$ cat config.mk
export PLATFORM = sky130hd
export DESIGN_NAME = bit_serial_alu
export DESIGN_NICKNAME = d
export VERILOG_FILES = /design/src/rtl/bit_serial_alu.sv
export SDC_FILE = /design/constraint.sdc
export NUM_CORES = 1
export LEC_CHECK = 0
export ABC_AREA = 0
export ABC_CLOCK_PERIOD_IN_PS = 4600
export BUFFER_PORTS_ARGS = -buffer_cell sky130_fd_sc_hd__clkbuf_2
export CORE_ASPECT_RATIO = 2
export CORE_UTILIZATION = 55
export DETAILED_ROUTE_END_ITERATION = 10
export GPL_ROUTABILITY_DRIVEN = 0
export GPL_TIMING_DRIVEN = 1
export PLACE_DENSITY = 0.79
export SETUP_SLACK_MARGIN = 0.1
export SLEW_MARGIN = 20
export SYNTH_ARGS = -nofsm -noshare
export SYNTH_HDL_FRONTEND = slang
export SYNTH_SLANG_ARGS = --single-unit
$ cat constraint.sdc
create_clock -name clk -period 4.6 [get_ports clk]
set_clock_uncertainty 0.1 [all_clocks]
set_input_delay 0.23 -clock clk [delete_from_list [all_inputs] [get_ports clk]]
set_output_delay 0.23 -clock clk [all_outputs]
set_load 0.01 [all_outputs]
$ cat src/rtl/bit_serial_alu.sv
// Bit-serial driver for a one-bit ALU slice: latches operands, processes one bit per clock LSB first.
// Optional BIT_SERIAL_ALU_FLAGS_EN adds zero/overflow flag outputs.
module bit_serial_alu #(
  parameter int WIDTH = 8,
  parameter int CNT_W = $clog2(WIDTH)
) (
  input  logic             clk,
  input  logic             rst_n,
  input  logic             start,
  input  logic [WIDTH-1:0] a,
  input  logic [WIDTH-1:0] b,
  input  logic             ainv,
  input  logic             binv,
  input  logic [1:0]       op,
  input  logic             cin,
  output logic             busy,
  output logic             done,
  output logic [WIDTH-1:0] result,
`ifdef BIT_SERIAL_ALU_FLAGS_EN
  output logic             zero,
  output logic             overflow,
`endif
  output logic             carryout
);

  typedef enum logic [1:0] {S_IDLE, S_RUN, S_DONE} state_t;

  state_t             r_state, w_next;
  logic [WIDTH-1:0]   r_a, r_b;
  logic [WIDTH-2:0]   r_sh;
  logic [CNT_W-1:0]   r_cnt;
  logic               r_ainv, r_binv, r_c;
  logic [1:0]         r_op;

  logic               w_accept, w_last, w_add;
  logic               w_x, w_y, w_bit, w_cnext;
  logic [WIDTH-1:0]   w_res_nxt;

  assign w_add     = r_op[1];
  assign w_x       = r_a[0] ^ r_ainv;
  assign w_y       = r_b[0] ^ r_binv;
  assign w_cnext   = (w_x & w_y) | (w_x & r_c) | (w_y & r_c);
  assign w_bit     = w_add ? (w_x ^ w_y ^ r_c) : (r_op[0] ? (w_x | w_y) : (w_x & w_y));
  assign w_last    = (r_cnt == CNT_W'(WIDTH-1));
  // Partial result lives in WIDTH-1 bits; the final bit is merged straight into result.
  assign w_res_nxt = {w_bit, r_sh};

  always_ff @(posedge clk or negedge rst_n) begin
    if (!rst_n) r_state <= S_IDLE;
    else        r_state <= w_next;
  end

  always_comb begin
    w_next   = r_state;
    w_accept = 1'b0;
    busy     = 1'b0;
    done     = 1'b0;
    case (r_state)
      S_IDLE: if (start) begin
        w_next   = S_RUN;
        w_accept = 1'b1;
      end
      S_RUN: begin
        busy = 1'b1;
        if (w_last) w_next = S_DONE;
      end
      S_DONE: begin
        done   = 1'b1;
        w_next = S_IDLE;
      end
      default: w_next = S_IDLE;
    endcase
  end

  always_ff @(posedge clk or negedge rst_n) begin
    if (!rst_n) begin
      r_a      <= '0;
      r_b      <= '0;
      r_sh     <= '0;
      r_cnt    <= '0;
      r_ainv   <= 1'b0;
      r_binv   <= 1'b0;
      r_c      <= 1'b0;
      r_op     <= 2'b00;
      result   <= '0;
      carryout <= 1'b0;
`ifdef BIT_SERIAL_ALU_FLAGS_EN
      zero     <= 1'b0;
      overflow <= 1'b0;
`endif
    end else if (w_accept) begin
      r_a    <= a;
      r_b    <= b;
      r_ainv <= ainv;
      r_binv <= binv;
      r_op   <= op;
      r_c    <= op[1] & cin;
      r_cnt  <= '0;
    end else if (r_state == S_RUN) begin
      r_a   <= {1'b0, r_a[WIDTH-1:1]};
      r_b   <= {1'b0, r_b[WIDTH-1:1]};
      r_sh  <= w_res_nxt[WIDTH-1:1];
      r_cnt <= r_cnt + CNT_W'(1);
      if (w_add) r_c <= w_cnext;
      if (w_last) begin
        result   <= w_res_nxt;
        carryout <= w_add & w_cnext;
`ifdef BIT_SERIAL_ALU_FLAGS_EN
        zero     <= (w_res_nxt == '0);
        // r_c still holds the carry into the MSB here
        overflow <= w_add & (r_c ^ w_cnext);
`endif
      end
    end
  end

endmodule

After elaboration in Yosys (flattened, before gate mapping)
Index checks and enable logic that the tools add are counted.
Storage, ports and cells
  input bits: 24
  bits in latches: 0
  output and inout bits: 11
  memory bits (writable): 0
  register bits after elaboration: 42
  logic and storage cells: 55
  memories kept: 0
  memory bits (read-only): 0
Cells by class
  equal/unequal tests: 5
  div/mod/pow operators: 0
  reduce and logical (&&, ||, !) cells: 7
  mux-type cells: 18
  $lt $le $gt $ge: 0
  $add $sub $neg: 1
  bitwise operators: 13
  shift-type cells: 0
  $mul: 0
Operator list (count)
  $mux 8: 4
  $mux 1: 9
  $mux 3: 2
  $reduce_and 2->1: 3
  $and 1x1->1: 5
  $mux 2: 2
  $ne 2x2->1 const B: 2
  $pmux 2 s2: 1
  $reduce_bool 2->1: 2
  $xor 1x1->1: 4
  $add 3x1->3 const B: 1
  $eq 3x3->1 const B: 1
  $or 1x1->1: 3
  $reduce_and 3->1: 1
  $eq 2x1->1 const B: 1
  $eq 2x2->1 const B: 1
  $logic_not 2->1: 1
  $not 1->1: 1

Logic depth before layout (Yosys ltp)
Gate-level depths: netlist (run 1).
  depth in word-level cells: 7
  mapped depth: 6
  gate-level depth less buffers: 6

Worst setup path before layout (run 1)
No wires, ideal clock.
  path kind: flip-flop to flip-flop
  start point: reg r_ainv
  end point: reg r_c
  path slack: 2.977 ns
  clock period less this slack: 1.623 ns
  library setup time: 0.126 ns
  buffers on the path: 0
  arrival: 1.397 ns
  required time: 4.374 ns
  cell stages (with the launch flop): 5
  cells stage by stage: dfrtp_1 -> xor2_1 -> fa_1 -> o21a_1 -> o32a_1
On the way
  word-level cells in the longest chain between the ends: 7
  elaborated cells between the ends (all ways): 8
  classes of those cells: 3 x mux; 5 x bitwise
Ends and longest elaborated chain
  start: declaration: RTL line 32  | logic r_ainv, r_binv, r_c;
  start signal: assignment: RTL line 94  | r_ainv <= ainv;
  $xor 1x1->1 *: RTL line 40  | assign w_x = r_a[0] ^ r_ainv;
  $and 1x1->1: RTL line 42  | assign w_cnext = (w_x & w_y) | (w_x & r_c) | (w_y & r_c);
  $or 1x1->1 * (2 in a row): RTL line 42
  $mux 1 *: RTL line 104  | if (w_add) r_c <= w_cnext;
  $mux 1 *: RTL line 99  | end else if (r_state == S_RUN) begin
  $mux 1 *: RTL line 91  | end else if (w_accept) begin
  end signal: assignment: RTL line 97  | r_c <= op[1] & cin;
  end signal: assignment: RTL line 104
  end: declaration: RTL line 32
Every way passes the cells marked *; elsewhere a longest branch is shown, timed or not. The select of a mux whose other input is x is not followed.
A chain may end at the register's enable or synchronous reset.

Worst setup path after layout (run 1)
  start point: reg r_state[1]
  end point: out busy
On the way
  word-level cells in the longest chain between the ends: 2
Ends and longest elaborated chain
  start: declaration: RTL line 28  | state_t r_state, w_next;
  start signal: assignment: RTL line 50  | else r_state <= w_next;
  $eq 2x1->1: RTL line 58  | case (r_state)
  $mux 1: RTL line 58
  end: declaration: RTL line 16  | output logic busy,
No other way between the ends.

==> key figures, run 1 <==
Clocking
  • Clk buf depth: 2
  • Post-CTS Hold Fix Bufs: 0
  • Post_cts resized: 0
  • Worst skew pair latency: 0.30 ns
  • Depth of the CTS H-tree: 2
  • CTS tree: built
  • CTS Root Cell: clkbuf_8
  • CTS Buf Count: 5
  • CTS clk-pin slew, worst paths: 0.08 ns
  • Setup Buffers After CTS: 0
  • Clock sink total: 42

Synth
  • Avg Cell Area, Syn: 10.81 um^2
  • FF+latch count, synth: 42
  • Cells after Synth: 179
  • Yosys Warn Count: 0
  • Mapped Area: 1934 um^2
  • EDFF count, synth: 0
  • Main synth FF type: dfrtp_1
  • Post-synth ARST share: 1.000
  • Seq/Total Area, Yosys: 0.5433
  • Post-synth cell types: 26
  • Syn Nets: 208

Placed design
  • I/O Buffers: 34
  • Post-DP HPWL: 2.773 mm
  • Placement Cell Area: 2085 um^2
  • Post-Place Cells: 235

Floorplanning
  • Die Ht: 85.87 um
  • Rows: 30
  • Initial core utilization: 0.5726
  • Width of the die: 43.94 um
  • Ports: 35
  • DIE AREA: 3773 um^2
  • Core area: 3378 um^2

Cells and area
  • Layout cell share with drive strength beyond 1: 0.2512
  • Post-route cell area: 2176 um^2
  • Antenna fix cells: 0
  • Fillers: 283
  • Commonest non-fill, non-tap cell in the layout: dfrtp_1
  • Area grow syn2layout: 12.48%
  • Final net count: 239
  • Commonest non-fill, non-tap cells in the layout: dfrtp_1 (42), clkbuf_2 (33), nand2_1 (24)
  • Cell Count, Final, Fillers Out: 243

GRT
  • Largest net degree at the start of global routing: 43
  • First-pass GRT wire length: 6.561 mm
  • Grt ovf: 0
  • Initial antenna violation count: 0
  • Number of global-route vias before repair: 1,429
  • GRT Total Usage: 0.2346

Pwr
  • Net switching power: 545.5 uW
  • Power per cell area: 660.5 nW/um^2
  • Internal power: 891.7 uW
  • Clock share of power: 0.169
  • Comb pwr share: 0.363
  • Sequential Power Share: 0.468
  • Switching fraction of total power: 0.3796
  • Leak: 0.001059 uW
  • Peak VDD IR: 480.3 uV
  • Total power: 1437 uW

Setup path
  • Critical path type: reg -> out
  • Crit end category: output port
  • WP data arrival: 2.21 ns
  • Reg2Reg Depth: 4
  • Req. time, crit path: 4.27 ns
  • CP Launch Type: flop
  • Max Fanout on Critical Path: 23

STA
  • Fin crit period: 2.537 ns
  • Setup TNS: 0 ns
  • Worst slew pin tran: 0.9113 ns
  • Relative slew slack: 0.3912
  • RSZ-0062 raised after global routing: false
  • Fmax: 0.3941 GHz
  • Final setup fails: 0
  • Final Hold Fails: 42
  • WHS: -0.04278 ns
  • Final Max Tran Viols: 0
  • Fin crit share: 0.5515

Flow run
  • Max-Cap Viols: 0

Run status
  • Violated checks: hold timing
  • Outcome: finished with violations

Detailed routing
  • Final WL: 4.000 mm
  • Routed Antenna Nets: 0
  • Via density: 5.905
  • Initial drt markers: 48
  • WL per Instance: 16.46 um
  • Vias: 1,435
  • Pre-antenna DRT Iters: 6
  • DRC: 0

Worst hold path
  • Hold WC Path Type: in -> async
## stage by stage
stage / util / setup slack (ns)
finish: 0.6441 / 2.063
detailed placement: 0.6170 / 2.434
floorplan: - / 2.977
CTS: 0.6441 / 2.108
global route: 0.6441 / 1.919
global placement: 0.6170 / 2.481
## registers in the layout, summed over array words and instances (netlist names)
name / cells
r_binv: 1
r_sh: 7
result: 8
r_cnt: 3
carryout: 1
r_a: 8
r_b: 8
r_op: 2
r_c: 1
r_ainv: 1
r_state: 2
## final timing paths
| path | startpoint | end | slack, ns |
|---|---|---|---|
| worst min register to register | r_sh[3]$_DFFE_PN0P_ | r_sh[2]$_DFFE_PN0P_ | 0.41 |
| worst min-delay path | rst_n | r_a[5]$_DFFE_PN0P_ | -0.04 |
| worst max register to register | r_state[1]$_DFFE_PN0P_ | r_a[0]$_DFFE_PN0P_ | 2.30 |
| min in group clk | a[7] | r_a[7]$_DFFE_PN0P_ | 0.06 |
| max in group asynchronous | rst_n | carryout$_DFFE_PN0P_ | 3.88 |
| worst max-delay path | r_state[1]$_DFFE_PN0P_ | busy | 2.06 |
## critical path, cell delays in order, from the launching register on
cell,delay [ns]
dfrtp_1,0.61
nand2b_1,0.41
inv_1,0.63
clkbuf_2,0.25
## cells by family after synthesis
logic type | after synthesis | share of synthesized area
compound gates | 57 | 0.1798
simple gates | 48 | 0.1326
flops | 42 | 0.5433
buf+inv | 15 | 0.04075
mux | 10 | 0.05822
fa+ha+maj | 5 | 0.03622
xor+xnor | 2 | 0.009057
## power groups by stage
| stage | clock [uW] | combinational, uW | sequential, uW |
|---|---|---|---|
| 2_1_floorplan | 0 | 389 | 637 |
| 3_3_place_gp | 0 | 486 | 661 |
| 3_5_place_dp | 0 | 511 | 674 |
| 4_1_cts | 245 | 527 | 669 |
| 5_1_grt | 263 | 583 | 691 |
| 6_report | 243 | 522 | 672 |
## layout make-up
| class | instances | area (um^2) | area share |
|---|---|---|---|
| well taps | 32 | 40.04 | 0.01840 |
| clock inverters | 1 | 5.005 | 0.002300 |
| multi-input cells | 122 | 804.5 | 0.3698 |
| clock buffers | 7 | 86.33 | 0.03968 |
| inverters | 5 | 18.77 | 0.008626 |
| flip-flops and latches | 42 | 1051 | 0.4830 |
| repair buffers | 34 | 170.2 | 0.07821 |
## cell usage after synthesis (2+ instances only)
master    instances  area [um^2]
a21oi_1          15        75.07
a22o_1            4        35.03
a22oi_1          14        105.1
and2b_1           3        22.52
buf_2             3        15.01
buf_6             2        22.52
clkbuf_1          4        15.01
dfrtp_1          42         1051
ha_1              4        50.05
inv_1             5        18.77
mux2_2           10        112.6
nand2_1          24        90.09
nand2b_1          2        12.51
nor2b_1          15        93.84
o21ai_0          20        100.1
xor2_1            2        17.52
## routing by layer
layer | track usage | part of all wire | wire length [um] | vias to the layer above
met5 | 0 | 0 | 0 | -
met4 | 0.09091 | 0.022 | 88 | 0
met3 | 0.04842 | 0.039 | 154 | 9
met2 | 0.3976 | 0.55 | 2200 | 45
met1 | 0.2861 | 0.39 | 1557 | 697
li1 | - | - | - | 684
Power figures use the tool's default switching activity.
==> inputs of run 2 (changes only) <==
--- a/config.mk
+++ b/config.mk
@@ -5,15 +5,15 @@
 export SDC_FILE = /design/constraint.sdc
 export NUM_CORES = 1
 export LEC_CHECK = 0
-export ABC_AREA = 0
-export ABC_CLOCK_PERIOD_IN_PS = 4600
+export ABC_AREA = 1
+export ABC_CLOCK_PERIOD_IN_PS = 2600
 export BUFFER_PORTS_ARGS = -buffer_cell sky130_fd_sc_hd__clkbuf_2
 export CORE_ASPECT_RATIO = 2
-export CORE_UTILIZATION = 55
+export CORE_UTILIZATION = 54
 export DETAILED_ROUTE_END_ITERATION = 10
 export GPL_ROUTABILITY_DRIVEN = 0
 export GPL_TIMING_DRIVEN = 1
-export PLACE_DENSITY = 0.79
+export PLACE_DENSITY = 0.78
 export SETUP_SLACK_MARGIN = 0.1
 export SLEW_MARGIN = 20
 export SYNTH_ARGS = -nofsm -noshare
==> constraint.sdc (replaced) <==
create_clock -name clk -period 2.6 [get_ports clk]
set_clock_uncertainty 0.1 [all_clocks]
set_input_delay 0.13 -clock clk [delete_from_list [all_inputs] [get_ports clk]]
set_output_delay 0.13 -clock clk [all_outputs]
set_load 0.01 [all_outputs]
==> run 2 against run 1 <==
  * The run now ends clean
  * Cell count grew 23%
  * Die area up 0.64%
  * Non-clock buffer count is 21 higher
  * Sequential power rose by 62%
  * Critical path type is now reg -> reg
  * Largest cell class unchanged
  * Largest power group unchanged
==> key figures, run 2 <==
Cells and area
  • Final net count: 294 (+23%)
  • Layout cell share with drive strength beyond 1: 0.2218 (-0.02938)
  • Fillers: 296 (+4.6%)
  • Reg area: 1051 um^2 (unchanged)
  • Commonest non-fill, non-tap cell in the layout: nand2_1
  • Post-route cell area: 2362 um^2 (+8.6%)
  • Area grow syn2layout: 23.56%
  • Commonest non-fill, non-tap cells in the layout: nand2_1 (74), dfrtp_1 (42), nand3_1 (37)
  • Multi-input gate area: 732.0 um^2 (-9.0%)
  • Antenna fix cells: 0 (unchanged)
  • Top flop regs: r_a x8, r_b x8, result x8

GRT
  • GRT Total Usage: 0.2298 (-0.004770)
  • Largest net degree at the start of global routing: 43 (unchanged)
  • First-pass GRT wire length: 6.396 mm (-2.5%)
  • Number of global-route vias before repair: 1,490 (+4.3%)
  • Initial antenna violation count: 0 (unchanged)
  • Grt ovf: 0 (unchanged)

Synth
  • Area contributors post-synth: dfrtp_1 (55%), nand2_1 (15%), nand3_1 (9.7%)
  • Mapped Area: 1912 um^2 (-1.2%)
  • EDFF count, synth: 0 (unchanged)
  • Syn Nets: 240 (+15%)
  • Main synth FF type: dfrtp_1
  • Cells after Synth: 211 (+18%)
  • Synth top cells by count: nand2_1 (74), dfrtp_1 (42), nand3_1 (37)
  • Yosys Warn Count: 0 (unchanged)
  • Post-synth cell types: 19 (-27%)
  • Avg Cell Area, Syn: 9.061 um^2 (-16%)
  • Seq/Total Area, Yosys: 0.5497 (+0.006401)
  • Post-synth ARST share: 1.000 (unchanged)
  • FF+latch count, synth: 42 (unchanged)
  • Synth top area share: 0.5497 (+0.006401)
  • Largest area contributor in the netlist: dfrtp_1
  • Most frequent cell after synthesis: nand2_1

Setup path
  • Reg-to-Reg End: r_sh[6]$_DFFE_PN0P_
  • Critical path type: reg -> reg
  • Slowest stage cell, crit path: fa_1
  • Crit end category: flop
  • Crit-path leading delay family: adder cells
  • Reg2Reg Depth: 6 (+2)
  • Critical Path End: r_sh[6]$_DFFE_PN0P_
  • WP buf/inv: 1 (-1)
  • CP max stage delay: 0.46 ns (-0.17 ns)
  • Ordered list of cells on the worst path: xnor2_1 -> inv_1 -> fa_1 -> or2_2 -> nand3_1 -> nand2_1
  • Req. time, crit path: 2.70 ns (-1.57 ns)
  • Internal reg-to-reg setup slack: 0.71 ns (-1.59 ns)
  • Setup crit start: r_ainv$_DFFE_PN0P_
  • CP Launch Type: flop
  • Max Fanout on Critical Path: 2 (-91%)
  • Worst path depth: 6 (+3)
  • Critical register-to-register path startpoint: r_ainv$_DFFE_PN0P_
  • WP data arrival: 1.99 ns (-0.22 ns)

Floorplanning
  • Rows: 30 (unchanged)
  • Initial core utilization: 0.5659 (-0.006666)
  • DIE AREA: 3797 um^2 (+0.64%)
  • Width of the die: 44.08 um (+0.32%)
  • Core area: 3378 um^2 (unchanged)
  • Die Ht: 86.15 um (+0.32%)
  • Ports: 35 (unchanged)

Pwr
  • Sequential Power Share: 0.425 (-0.043)
  • Comb pwr share: 0.402 (+0.039)
  • Clock share of power: 0.173 (+0.004)
  • Net switching power: 1027 uW (+88%)
  • Internal power: 1537 uW (+72%)
  • Switching fraction of total power: 0.4007 (+0.02110)
  • Leak: 0.001243 uW (+17%)
  • Peak VDD IR: 651.5 uV (+36%)
  • Power per cell area: 1085 nW/um^2 (+64%)

STA
  • Final setup fails: 0 (unchanged)
  • Worst slew pin tran: 0.9104 ns (-0.0008057 ns)
  • RSZ-0062 raised after global routing: false
  • Final Hold Fails: 0 (-100%)
  • Final Max Tran Viols: 0 (unchanged)
  • Fin crit period: 1.891 ns
  • Fin crit share: 0.7273
  • Setup TNS: 0 ns (unchanged)
  • Fmax: 0.5288 GHz
  • Relative slew slack: 0.3930 (+0.001788)

Worst hold path
  • Hold WC Path Type: in -> reg

Clocking
  • CTS Buf Count: 5 (unchanged)
  • Setup Buffers After CTS: 0 (unchanged)
  • Clock sink total: 42 (unchanged)
  • Depth of the CTS H-tree: 2 (unchanged)
  • CTS Root Cell: clkbuf_8
  • CTS tree: built
  • Worst skew pair latency: 0.30 ns (about the same)
  • Clk buf depth: 2 (unchanged)
  • CTS clk-pin slew, worst paths: 0.08 ns (about the same)

Placed design
  • Post-DP HPWL: 2.446 mm (-12%)
  • I/O Buffers: 34 (unchanged)
  • Placement Cell Area: 2057 um^2 (-1.3%)

Detailed routing
  • WL per Instance: 13.07 um (-21%)
  • Vias: 1,538 (+7.2%)
  • DRC: 0 (unchanged)
  • Pre-antenna DRT Iters: 8 (+2)
  • Final WL: 3.894 mm (-2.7%)
  • Routed Antenna Nets: 0 (unchanged)
  • Initial drt markers: 55 (+15%)
  • Via density: 5.161 (-13%)

Run status
  • Outcome: finished, final reports clean

Flow run
  • Max-Cap Viols: 0 (unchanged)
==> run 2: how the worst min path moves through the flow <==
stage / startpoint / end / slack, ns / cells past startpoint
after floorplan: rst_n / carryout$_DFFE_PN0P_ / -0.27 / 0
after global placement: a[7] / r_a[7]$_DFFE_PN0P_ / 0.23 / 3
after detailed placement: b[7] / r_b[7]$_DFFE_PN0P_ / 0.23 / 3
after CTS: start / r_state[0]$_DFFE_PN0P_ / 0.09 / 3
after global routing: start / r_state[0]$_DFFE_PN0P_ / 0.14 / 3
final: start / r_state[0]$_DFFE_PN0P_ / 0.1 / 3
==> run 2: kinds of logic after synthesis <==
group | after synthesis | share of synthesized area
compound gates | 17 | 0.05956
simple gates | 120 | 0.2775
fa+ha+maj | 5 | 0.03665
flops | 42 | 0.5497
buf+inv | 25 | 0.06741
xor+xnor | 2 | 0.009164
==> run 2: repair_timing <==
item                                   in CTS  in global routing
hold buffers                               21                  0
resized for setup                           0                  0
endpoints found under the hold margin      62                  0
==> run 2: layout make-up <==
| cell class | count | area share |
|---|---|---|
| Timing Repair Buffer | 55 | 0.1610 |
| Inverter | 17 | 0.02701 |
| Clock buffer | 6 | 0.03496 |
| Clock inverter | 2 | 0.005297 |
| Multi-Input combinational cell | 144 | 0.3099 |
| Tap cell | 32 | 0.01695 |
| Sequential cell | 42 | 0.4449 |
==> run 2: routing by layer <==
| layer | routed length, um | track usage | vias up | share of wire |
|---|---|---|---|---|
| met2 | 2163 | 0.3930 | 34 | 0.56 |
| met5 | 0 | 0 | - | 0 |
| li1 | - | - | 773 | - |
| met4 | 88 | 0.1074 | 0 | 0.023 |
| met1 | 1549 | 0.2598 | 724 | 0.40 |
| met3 | 93 | 0.05263 | 7 | 0.024 |
==> run 2: stage by stage <==
step	setup WS (ns)	hold slack [ns]	std cells	utilization	total power [uW]
4_1_cts	0.6928	0.09355	298	0.6993	2585
5_1_grt	0.6133	0.1387	298	0.6993	2765
6_report	0.7090	0.09745	298	0.6993	2564
3_5_place_dp	0.7613	0.2280	269	0.6089	2110
2_1_floorplan	0.8776	-0.2656	211	-	1867
3_3_place_gp	0.8165	0.2254	269	0.6089	2052
==> run 2: worst reg2reg max path, stage by stage (launching register included) <==
cell and delay [ns]:
dfrtp_1 0.41, xnor2_1 0.25, inv_1 0.13, fa_1 0.46
or2_2 0.32, nand3_1 0.09, nand2_1 0.05
==> run 2: power by group through the flow <==
stage	clock network, uW	logic [uW]	registers (uW)
after global placement	0	962	1090
final	444	1030	1090
after global routing	485	1160	1120
after floorplan	0	768	1100
after CTS	451	1040	1090
after detailed placement	0	1010	1100
